### src/rtl/sdram_request_arbiter_pkg.sv
// Shared types and constants for the two-requester SDRAM command arbiter.
package sdram_arbiter_pkg;

  typedef enum logic [1:0] {
    ARB_IDLE,
    ARB_ISSUE,
    ARB_WAIT_READ
  } arb_state_t;

  localparam int unsigned NUM_REQ        = 2;
  localparam int unsigned REQ_REC_WRITER = 0;
  localparam int unsigned REQ_REC_PLAYER = 1;

endpackage

### src/rtl/sdram_request_arbiter_rr_grant2.sv
// Two-input round-robin picker: on contention the requester that did not win last time is chosen.
module rr_grant2
  import sdram_arbiter_pkg::*;
(
  input  logic [NUM_REQ-1:0] rq_valid,
  input  logic               last_grant,
  output logic               grant_valid,
  output logic               grant_idx
);

  always_comb begin
    grant_valid = |rq_valid;
    if (rq_valid == 2'b11) grant_idx = ~last_grant;
    else                   grant_idx = rq_valid[1];
  end

endmodule

### src/rtl/sdram_request_arbiter.sv
// Round-robin sharing of the SDRAM controller command port between the recording writer and playback reader.
module sdram_request_arbiter
  import sdram_arbiter_pkg::*;
#(
  parameter int unsigned ADDR_W       = 25,
  parameter int unsigned DATA_W       = 16,
  parameter int unsigned READ_TIMEOUT = 1023
) (
  input  logic               clock_50Mhz,
  input  logic               reset_n,
  input  logic [NUM_REQ-1:0] rq_valid,
  input  logic [NUM_REQ-1:0] rq_write,
  input  logic [ADDR_W-1:0]  rq_addr0,
  input  logic [ADDR_W-1:0]  rq_addr1,
  input  logic [DATA_W-1:0]  rq_wdata0,
  input  logic [DATA_W-1:0]  rq_wdata1,
  output logic [NUM_REQ-1:0] rq_accept,
  output logic [NUM_REQ-1:0] rq_rvalid,
  output logic [DATA_W-1:0]  rq_rdata,
  input  logic               clear_error,
  output logic               error_timeout,
  output logic               error_stray,
  output logic [ADDR_W-1:0]  sdram_inputAddress,
  output logic [DATA_W-1:0]  sdram_writeData,
  output logic               sdram_isWriting,
  output logic               sdram_inputValid,
  input  logic [DATA_W-1:0]  sdram_readData,
  input  logic               sdram_outputValid,
  input  logic               sdram_recievedCommand,
  input  logic               sdram_isBusy
);

  localparam int unsigned CNT_W = $clog2(READ_TIMEOUT + 1);

  arb_state_t         state, stateNext;
  logic               lastGrant, lastGrantNext;
  logic               owner, ownerNext;
  logic [CNT_W-1:0]   timeoutCount, timeoutCountNext;
  logic               grantValid, grantIdx;

  logic [NUM_REQ-1:0] acceptNext, rvalidNext;
  logic [DATA_W-1:0]  rdataNext;
  logic [ADDR_W-1:0]  addrNext;
  logic [DATA_W-1:0]  wdataNext;
  logic               isWritingNext, inputValidNext;
  logic               timeoutEvent, strayEvent;
  logic               errTimeoutNext, errStrayNext;

  rr_grant2 picker (
    .rq_valid    (rq_valid),
    .last_grant  (lastGrant),
    .grant_valid (grantValid),
    .grant_idx   (grantIdx)
  );

  always_comb begin
    stateNext        = state;
    lastGrantNext    = lastGrant;
    ownerNext        = owner;
    timeoutCountNext = timeoutCount;
    acceptNext       = '0;
    rvalidNext       = '0;
    rdataNext        = rq_rdata;
    addrNext         = sdram_inputAddress;
    wdataNext        = sdram_writeData;
    isWritingNext    = sdram_isWriting;
    inputValidNext   = sdram_inputValid;
    timeoutEvent     = 1'b0;
    strayEvent       = sdram_outputValid && (state != ARB_WAIT_READ);

    case (state)
      ARB_IDLE: begin
        if (!sdram_isBusy && grantValid) begin
          ownerNext      = grantIdx;
          lastGrantNext  = grantIdx;
          addrNext       = grantIdx ? rq_addr1 : rq_addr0;
          wdataNext      = grantIdx ? rq_wdata1 : rq_wdata0;
          isWritingNext  = rq_write[grantIdx];
          inputValidNext = 1'b1;
          stateNext      = ARB_ISSUE;
        end
      end
      ARB_ISSUE: begin
        if (sdram_recievedCommand) begin
          inputValidNext    = 1'b0;
          acceptNext[owner] = 1'b1;
          timeoutCountNext  = '0;
          stateNext         = sdram_isWriting ? ARB_IDLE : ARB_WAIT_READ;
        end
      end
      ARB_WAIT_READ: begin
        if (sdram_outputValid) begin
          rdataNext         = sdram_readData;
          rvalidNext[owner] = 1'b1;
          stateNext         = ARB_IDLE;
        end else if (timeoutCount + 1'b1 == CNT_W'(READ_TIMEOUT)) begin
          timeoutEvent = 1'b1;
          stateNext    = ARB_IDLE;
        end else begin
          timeoutCountNext = timeoutCount + 1'b1;
        end
      end
      default: stateNext = ARB_IDLE;
    endcase

    // A new error event takes priority over a simultaneous clear
    errTimeoutNext = timeoutEvent ? 1'b1 : (clear_error ? 1'b0 : error_timeout);
    errStrayNext   = strayEvent   ? 1'b1 : (clear_error ? 1'b0 : error_stray);
  end

  always_ff @(posedge clock_50Mhz or negedge reset_n) begin
    if (!reset_n) begin
      state              <= ARB_IDLE;
      lastGrant          <= 1'b1;
      owner              <= 1'b0;
      timeoutCount       <= '0;
      rq_accept          <= '0;
      rq_rvalid          <= '0;
      rq_rdata           <= '0;
      error_timeout      <= 1'b0;
      error_stray        <= 1'b0;
      sdram_inputAddress <= '0;
      sdram_writeData    <= '0;
      sdram_isWriting    <= 1'b0;
      sdram_inputValid   <= 1'b0;
    end else begin
      state              <= stateNext;
      lastGrant          <= lastGrantNext;
      owner              <= ownerNext;
      timeoutCount       <= timeoutCountNext;
      rq_accept          <= acceptNext;
      rq_rvalid          <= rvalidNext;
      rq_rdata           <= rdataNext;
      error_timeout      <= errTimeoutNext;
      error_stray        <= errStrayNext;
      sdram_inputAddress <= addrNext;
      sdram_writeData    <= wdataNext;
      sdram_isWriting    <= isWritingNext;
      sdram_inputValid   <= inputValidNext;
    end
  end

endmodule
### config.mk
export PLATFORM = sky130hd
export DESIGN_NAME = sdram_request_arbiter
export DESIGN_NICKNAME = d
export VERILOG_FILES = /design/src/rtl/sdram_request_arbiter_pkg.sv /design/src/rtl/sdram_request_arbiter_rr_grant2.sv /design/src/rtl/sdram_request_arbiter.sv
export SDC_FILE = /design/constraint.sdc
export NUM_CORES = 1
export LEC_CHECK = 0
export BUFFER_PORTS_ARGS = -buffer_cell sky130_fd_sc_hd__buf_2
export CORE_ASPECT_RATIO = 1.4
export CORE_UTILIZATION = 46
export CTS_CLUSTER_SIZE = 20
export DETAILED_ROUTE_END_ITERATION = 12
export GPL_TIMING_DRIVEN = 0
export PLACE_DENSITY_LB_ADDON = 0.3
export SETUP_SLACK_MARGIN = 0.02
export SYNTH_ARGS = -nofsm -noshare
export SYNTH_HDL_FRONTEND = slang
export SYNTH_SLANG_ARGS = --single-unit
### constraint.sdc
create_clock -name clock_50Mhz -period 2.3 [get_ports clock_50Mhz]
set_input_delay 0 -clock clock_50Mhz [delete_from_list [all_inputs] [get_ports clock_50Mhz]]
set_output_delay 0 -clock clock_50Mhz [all_outputs]
set_load 0.02 [all_outputs]
# Word level (Yosys, flattened, before mapping)
# Index checks and enable logic that the tools add are counted.
[totals] reg_bits=79 in_bits=108 wordCells=73
[classes] add_sub_neg=1 n_lt_le_gt_ge=3 n_eq_ne=10 n_mux=30 bitwise=1 n_reduce_logical=15
[op_table] cell="2-to-1 mux 10 bit" n=3
[op_table] cell="2-to-1 mux 25 bit" n=1
[op_table] cell="one-hot mux 10 bit (2 select lines)" n=1
[op_table] cell="2-to-1 mux 2 bit" n=9
[op_table] cell="2-to-1 mux 16 bit" n=1
[op_table] cell="2-to-1 mux 1 bit" n=12
[op_table] cell="adder 10 x 1 -> 10 bit (second input constant)" n=1
[op_table] cell="== test 10 bit (second input constant)" n=1
[op_table] cell="!= test 2 bit (second input constant)" n=5
[op_table] cell="nonzero test 2 bit" n=4
[op_table] cell="one-hot mux 2 bit (3 select lines)" n=1
[op_table] cell="AND reduction 3 bit" n=2
[op_table] cell="== test 2 bit (second input constant)" n=2
[op_table] cell="< comparator 1 x 2 -> 1 bit (second input constant)" n=2
[op_table] cell="AND reduction 2 bit" n=2
[op_table] cell="AND reduction 4 bit" n=1
[op_table] cell="logical AND 1 bit" n=3
[op_table] cell="!= test 3 bit (second input constant)" n=1
[op_table] cell="== test 2 x 1 -> 1 bit (second input constant)" n=1
[op_table] cell="zero test 2 bit" n=1
[op_table] cell="one-hot mux 1 bit (2 select lines)" n=1
[op_table] cell="OR reduction 2 bit" n=1
[op_table] cell="demux 1 bit (select 1 bit)" n=1
[op_table] cell=">= comparator 1 bit (second input constant)" n=1
[op_table] cell="other kinds (2)" n=2

# Depth between registers and ports, before layout
# Gate-level depths: netlist of the first run.
[depth] word_depth=6 depth_mapped=8

# Cells and area by module
# A second synthesis of the first run with hierarchy kept.
[unflattened] hier_cells=334 hier_area_um2=3613.5
[modules_own_cells] mod="sdram_request_arbiter" instances=1 cells_per_inst=332 area_each_um2=3599.7
[modules_own_cells] mod="rr_grant2" instances=1 cells_per_inst=2 area_each_um2=13.8

# Least setup slack after synthesis of the first run
# OpenSTA, ideal clock, no wires.
[synth_path] path_kind="register -> register" start="register timeoutCount[0]" end="register timeoutCount[6]" setup_time_ps=129 arrival_ps=1838 required_time_ps=2171 setup_slack_ps=333 path_stages_with_launch=8 path_buffers=0 period_less_slack_ps=1967 path_cell_list="dfrtp_1 > ha_1 > and4_1 > and2_1 > a211o_1 > a41o_1 > o21ai_0 > o21ai_0"
[synth_between] elab_chain_len=4 word_cells_on_any_way=7 cone_classes="1 x add/sub; 2 x eq/ne; 3 x mux; 1 x reduce/logical"
[synth_rtl] element="from (decl)" line="sdram_request_arbiter.sv:38" rtl="logic [CNT_W-1:0] timeoutCount, timeoutCountNext;"
[synth_rtl] element="from (signal assigned)" line="sdram_request_arbiter.sv:130" rtl="timeoutCount <= timeoutCountNext;"
[synth_rtl] element="adder 10 x 1 -> 10 bit (*)" line="sdram_request_arbiter.sv:96, sdram_request_arbiter.sv:100"
[synth_rtl] element="== test 10 bit or 2-to-1 mux 10 bit (tied branches)" line="sdram_request_arbiter.sv:96" rtl="end else if (timeoutCount + 1'b1 == CNT_W'(READ_TIMEOUT)) begin"
[synth_rtl] element="!= test 2 bit (no source line) or 2-to-1 mux 10 bit (tied branches)"
[synth_rtl] element="AND reduction 4 bit (no source line) or one-hot mux 10 bit (2 select lines) (tied branches)"
# Mark *: on every way between the ends. The rest lies on a longest branch, timed or not. The select of a mux whose other input is x is not followed.
# A chain may end at the register's enable or synchronous reset.

# Worst setup path in the final report of the first run
# Same ends and word-level chain as after synthesis.

==> results of run 1 <==
==> sequential cells by signal (all words and copies together) (netlist names), 2 cells and up <==
name                count
rq_accept               2
sdram_inputAddress     25
sdram_writeData        16
timeoutCount           10
rq_rvalid               2
rq_rdata               16
state                   2
==> worst reg2reg max path: stages (launching register included) <==
cell and delay [ps]:
sky130_fd_sc_hd__dfrtp_2 470, sky130_fd_sc_hd__ha_2 240, sky130_fd_sc_hd__and4_1 210, sky130_fd_sc_hd__and2_1 210
sky130_fd_sc_hd__a211o_4 380, sky130_fd_sc_hd__a41o_1 240, sky130_fd_sc_hd__o21ai_0 160, sky130_fd_sc_hd__o21ai_0 90
==> cells in the final DEF (no fill, tap or decap), types with 8 or more instances in the layout <==
master / instances
sky130_fd_sc_hd__clkbuf_1: 16
sky130_fd_sc_hd__clkbuf_8: 10
sky130_fd_sc_hd__mux2i_1: 45
sky130_fd_sc_hd__nand2_1: 52
sky130_fd_sc_hd__dfrtp_1: 77
sky130_fd_sc_hd__dlygate4sd3_1: 104
sky130_fd_sc_hd__nor2_1: 8
sky130_fd_sc_hd__buf_2: 175
sky130_fd_sc_hd__mux2_2: 18
sky130_fd_sc_hd__o21ai_0: 56
==> stage by stage <==
step                instance area (µm²)  total power [µW]
floorplan                          3640              3730
CTS                                5880              5790
global placement                   4620              4550
finish                             5900              5970
global route                       5900              6260
detailed placement                 4650              4640
==> power breakdown <==
group / switching [µW] / leakage (µW) / internal (µW)
logic: 1620 / 0.00185 / 985
clock network: 502 / 0.0000964 / 527
registers: 371 / 0.000990 / 1960
total: 2500 / 0.00294 / 3470
==> repair_timing <==
item                       CTS  global route
setup endpoints to repair    0             9
resized for setup            0             3
hold buffers               104             0
hold endpoints to repair   139             0
==> layout make-up <==
| type | count | area share (%) |
|---|---|---|
| clock buffers | 12 | 2.46 |
| clock inverters | 3 | 0.743 |
| well taps | 100 | 2.12 |
| inverters | 6 | 0.382 |
| multi-input cells | 231 | 26.6 |
| flip-flops and latches | 79 | 33.6 |
| plain buffers | 20 | 1.38 |
| repair buffers | 277 | 32.8 |
==> routing by layer <==
metal,vias to the layer above,global-route usage [%],share of wire (%),wire length [µm]
li1,1763,-,-,-
met1,1858,35.9,36,4710
met2,265,57.1,51,6710
met3,68,7.40,7.6,997
met4,0,20.9,5.1,668
met5,-,0,0,0
==> cells by family after synthesis <==
group	share of synthesized area, %
AND/OR/NAND/NOR	12.0
flip-flops	54.4
AO/OA/AOI/OAI	11.4
multiplexers	18.0
buffers and inverters	2.85
XOR/XNOR	0.722
adder cells (fa/ha/maj)	0.688
==> worst paths after layout <==
check                      slack [ps]                      to  cells past startpoint
min reg2reg                       480        sdram_inputValid                      2
min in group clock_50Mhz          380  sdram_inputAddress[23]                      4
max in group asynchronous        1520               lastGrant                      3
min                               160             rq_rdata[0]                      2
max                               170         timeoutCount[6]                      7
max reg2reg                       170         timeoutCount[6]                      7
==> results.yml, run 1 <==
outcome:
  status: "complete, no violations"
critical_path:
  critPathTopFamily: "compound AO/OA/AOI/OAI gates"
  worst-endpoint-arrival_ps: 2350
  worst_setup_path_start_kind: "flop"
  setup.worst_path.end_class: "flop"
  worst-endpoint-required_ps: 2520
  critPathKind: "reg2reg"
  reg2reg_from: "timeoutCount[0]"
  critPathMaxFanout: 9
  worst_path_most_repeated_cell: "sky130_fd_sc_hd__o21ai_0"
  cp_slowest_stage_delay_ps: 470
  crit_slowest_cell: "sky130_fd_sc_hd__dfrtp_2"
  timing.critical_path.from: "timeoutCount[0]"
  critical_path_buf_inv_count: 0
  timing.critical_path.cells: "ha_2 -> and4_1 -> and2_1 -> a211o_4 -> a41o_1 -> o21ai_0 -> o21ai_0"
synth:
  ys_top_cells_by_area: "sky130_fd_sc_hd__dfrtp_1 (54%), sky130_fd_sc_hd__mux2i_1 (12%), sky130_fd_sc_hd__o21ai_0 (7.7%)"
  synth_area_um2: 3640
  synth_top_area_share_pct: 53.6
  seq_area_frac_synth_pct: 54.4
  netlist-cell-type-count: 41
  post_synth_most_frequent_cells: "sky130_fd_sc_hd__dfrtp_1 (78), sky130_fd_sc_hd__o21ai_0 (56), sky130_fd_sc_hd__nand2_1 (52), sky130_fd_sc_hd__mux2i_1 (45), sky130_fd_sc_hd__mux2_2 (18)"
  ys_dominant_reg_cell: "sky130_fd_sc_hd__dfrtp_1"
  postSynth.asyncResetShare_pct: 100
  synthesis.yosys.warnings: 0
  synth-seq-cells: 79
  synth_most_common_cell: "sky130_fd_sc_hd__dfrtp_1"
  syn_avg_cell_area_um2: 10.8
  post-synth-top-area-cell: "sky130_fd_sc_hd__dfrtp_1"
  postSynthNetCount: 446
  postSynthCellCount: 336
  number_of_flops_mapped_to_enable_cells_by_yosys: 0
floorplanning:
  die_height_um: 107
  fp.coreArea_um2: 7700
  initial_utilization_pct: 47.2
  die_width_um: 77.2
  std_cell_rows: 38
  design.portCount: 173
  dieArea_um2: 8270
job:
  drv.max_cap_violation_count: 0
sta:
  skew_ps: 13.8
  timing_max_transition_violations_final: 0
  max_slew_margin_pct: 55.9
  final-hold-violation-count: 0
  timing.setup.tns_ps: 0
  final.min_clock_period_ps: 2130
  final_min_period_over_clock_period_pct: 92.6
  setup_violations: 0
  worst-slew-pin-transition_ps: 661
  fin_ws_ps: 169
  grt_setup_unrepaired: "yes"
  max_freq_mhz: 469
  fin_worst_hold_slack_ps: 158
cts:
  cts_tree: "built"
  clk_root_buffer_cell: "sky130_fd_sc_hd__clkbuf_8"
  post-cts-setup-buffers: 0
  worst_skew_late_latency_ps: 350
  numClockSinks: 79
  clk_transition_reported_paths_ps: 80
  cts_htree_levels: 3
  cts_buf_count: 9
  clock_tree.buffer_depth: 2
route:
  detail_route.wirelength_um: 13100
  vias: 3954
  wl_per_cell_um: 18.0
  vias_per_cell: 5.43
  drc_errors: 0
  drt.antenna.violating_nets: 0
  dr.pass1.iters: 5
  detail_route.iter0.violations: 332
cells_and_area:
  area_of_the_multi_input_gates_um2: 1570
  synthToLayoutAreaGrowth_pct: 62.1
  antenna_cells: 0
  fillers: 492
  register_area_um2: 1980
  drive_gt1_share_pct: 34.9
  fin_cells: 728
  utilization_pct: 76.6
  final_net_count: 734
min_path:
  min-delay-path-class: "in2async"
place:
  post-place-ws_ps: 105
  place_hpwl_um: 6940
  final_weighted_congestion_in_routability_driven_placement: 0.829
  cell_count_after_placement: 609
  place.port_buffers: 172
grt:
  grt_antenna_before_repair: 0
  via_count_of_the_first_global_routing_pass: 4231
  grt_first_pass_wirelength_um: 20600
  grt_use_total_pct: 32.9
  grt_overflow: 0
  maximum_number_of_pins_on_one_net_before_global_route_repair: 50
power:
  leakage_uw: 0.00294
  worst_ir_drop_vdd_mv: 0.634
  power_density_over_the_cells_nw_per_um2: 1010
Power figures use the tool's default switching activity.
==> run 2, diff against run 1 <==
BUFFER_PORTS_ARGS = -buffer_cell sky130_fd_sc_hd__buf_4   (was -buffer_cell sky130_fd_sc_hd__buf_2)
CORE_UTILIZATION = 50   (was 46)
CTS_CLUSTER_SIZE = 24   (was 20)
clock period = 2.7 ns   (was 2.3 ns; I/O delays follow)
==> run 2 against run 1 <==
The run now ends with hold timing left. Via count up 11%. Utilization is 14 points higher. Maximum frequency decreased by 15%. Hold slack lost 190 ps. Largest power group unchanged. Design area up 6.9%. Register-to-register slack gained 30 ps. Largest cell class unchanged.
==> results.yml, run 2 (synthesis results as in run 1) <==
power:
  worst_ir_drop_vdd_mv: 0.608
  leakage_uw: 0.00308
  design_power_total_uw: 5930
  power_density_over_the_cells_nw_per_um2: 941
cts:
  cts_tree: "built"
  numClockSinks: 79
  clk_root_buffer_cell: "sky130_fd_sc_hd__clkbuf_8"
  cts_buf_count: 9
  clk_transition_reported_paths_ps: 100
  worst_skew_late_latency_ps: 380
  cts_htree_levels: 3
  clock_tree.buffer_depth: 2
job:
  drv.max_cap_violation_count: 0
floorplanning:
  die_height_um: 103
  fp.coreArea_um2: 6980
  die_width_um: 74.1
  std_cell_rows: 36
  initial_utilization_pct: 52.1
  dieArea_um2: 7630
  design.portCount: 173
sta:
  fin_worst_hold_slack_ps: -32.9
  final_min_period_over_clock_period_pct: 92.8
  max_freq_mhz: 399
  setup_violations: 0
  fin_ws_ps: 196
  final-hold-violation-count: 1
  max_slew_margin_pct: 33.0
  timing_max_transition_violations_final: 0
  skew_ps: 12.5
  final.min_clock_period_ps: 2500
  grt_setup_unrepaired: "no"
  worst-slew-pin-transition_ps: 1000
  timing.setup.tns_ps: 0
route:
  drc_errors: 0
  drt.antenna.violating_nets: 0
  vias_per_cell: 6.10
  wl_per_cell_um: 23.6
  detail_route.iter0.violations: 649
  detail_route.wirelength_um: 17000
  dr.pass1.iters: 7
  vias: 4400
critical_path:
  worst_setup_path_start_kind: "flop"
  worst-endpoint-arrival_ps: 2700
  critical_path_buf_inv_count: 0
  timing.critical_path.cells: "nand4_1 -> or3_4 -> a2111oi_4 -> nand3_4 -> o21ai_0 -> a31oi_1"
  setup.worst_path.end_class: "flop"
  cp_slowest_stage_delay_ps: 530
  critPathKind: "reg2reg"
  crit_slowest_cell: "sky130_fd_sc_hd__dfrtp_1"
  critPathTopFamily: "simple AND/OR/NAND/NOR gates"
  critPathMaxFanout: 9
  worst-endpoint-required_ps: 2900
place:
  post-place-ws_ps: 489
  place_hpwl_um: 7340
  final_weighted_congestion_in_routability_driven_placement: 0.869
  place.port_buffers: 172
cells_and_area:
  layout.cells.most_common_list: "sky130_fd_sc_hd__buf_4 (172), sky130_fd_sc_hd__dlygate4sd3_1 (103), sky130_fd_sc_hd__dfrtp_1 (78), sky130_fd_sc_hd__o21ai_0 (56), sky130_fd_sc_hd__nand2_1 (52)"
  biggest_regs: "sdram_inputAddress: 25 flops, rq_rdata: 16 flops, sdram_writeData: 16 flops"
  utilization_pct: 90.3
  registers.top_by_ff_count: "sdram_inputAddress"
  final_net_count: 732
  drive_gt1_share_pct: 35.0
  largest_register_ffs: 25
  synthToLayoutAreaGrowth_pct: 73.2
  antenna_cells: 0
  layout.cells.most_common: "sky130_fd_sc_hd__buf_4"
grt:
  grt_first_pass_wirelength_um: 25200
  grt_overflow: 0
  via_count_of_the_first_global_routing_pass: 4659
  grt_antenna_before_repair: 0
  maximum_number_of_pins_on_one_net_before_global_route_repair: 80
  grt_use_total_pct: 46.1
min_path:
  min-delay-path-class: "in2reg"
outcome:
  failed_checks: "hold timing"
  status: "finished, violations left"
## run 2: changes by cell type in the layout (fill, tap and decap cells not counted), moves of 2 or more
| cell | previous run | this run |
|---|---|---|
| sky130_fd_sc_hd__clkbuf_2 | 1 | 3 |
| sky130_fd_sc_hd__buf_2 | 175 | 4 |
| sky130_fd_sc_hd__clkbuf_1 | 16 | 13 |
| sky130_fd_sc_hd__buf_4 | 1 | 172 |
## run 2: repair_timing
item                                    CTS  global route
setup buffers                             0             0
endpoints found under the setup margin    0             8
resized for setup                         0             3
hold endpoints to repair                138             1
hold buffers                            102             1
## run 2: final cells by class
type / count / area, µm²
Buffer: 20 / 83.8
Multi-Input combinational cell: 231 / 1560
Inverter: 6 / 22.5
Sequential cell: 79 / 1980
Clock buffer: 10 / 138
Tap cell: 95 / 119
Timing Repair Buffer: 275 / 2320
Clock inverter: 5 / 81.3
Fill cell: 226 / 681
## run 2: report_power, final
group,internal [µW],switching (µW),leakage (µW)
Combinational,1180,1600,0.00197
Clock,543,490,0.000109
Sequential,1670,446,0.000991
Total,3390,2540,0.00308
## run 2: layer usage
| layer | wire length [µm] | share of wire (%) | track usage (%) |
|---|---|---|---|
| met3 | 1880 | 11 | 14.8 |
| met4 | 1250 | 7.4 | 30.2 |
| met1 | 5450 | 32 | 50.0 |
| met2 | 8430 | 50 | 76.4 |
| met5 | 0 | 0 | 0 |
## run 2: worst reg2reg max path: cells and delay by family (launching register included)
family | cells | cell delay [ps]
simple gates | 3 | 960
compound gates | 3 | 850
flops | 1 | 530
## run 2: final timing paths
| kind | startpoint | endpoint | slack (ps) | cells past startpoint |
|---|---|---|---|---|
| setup / recovery | timeoutCount[0] | timeoutCount[0] | 200 | 6 |
| hold / removal | rq_addr1[4] | sdram_inputAddress[4] | -30 | 3 |
| setup reg to reg | timeoutCount[0] | timeoutCount[0] | 200 | 6 |
| hold reg to reg | sdram_inputValid | sdram_inputValid | 500 | 2 |
| max in group asynchronous | reset_n | rq_rdata[2] | 1720 | 2 |
| min in group asynchronous | reset_n | timeoutCount[8] | 330 | 2 |
## run 2: metrics by stage
step / hold slack, ps / area (µm²) / std cells
after global placement: 208 / 5050 / 603
after CTS: 21.5 / 6290 / 720
after detailed placement: 214 / 5050 / 603
final: -32.9 / 6300 / 721
after floorplan: -296 / 3640 / 336
after global routing: 3.09 / 6300 / 721
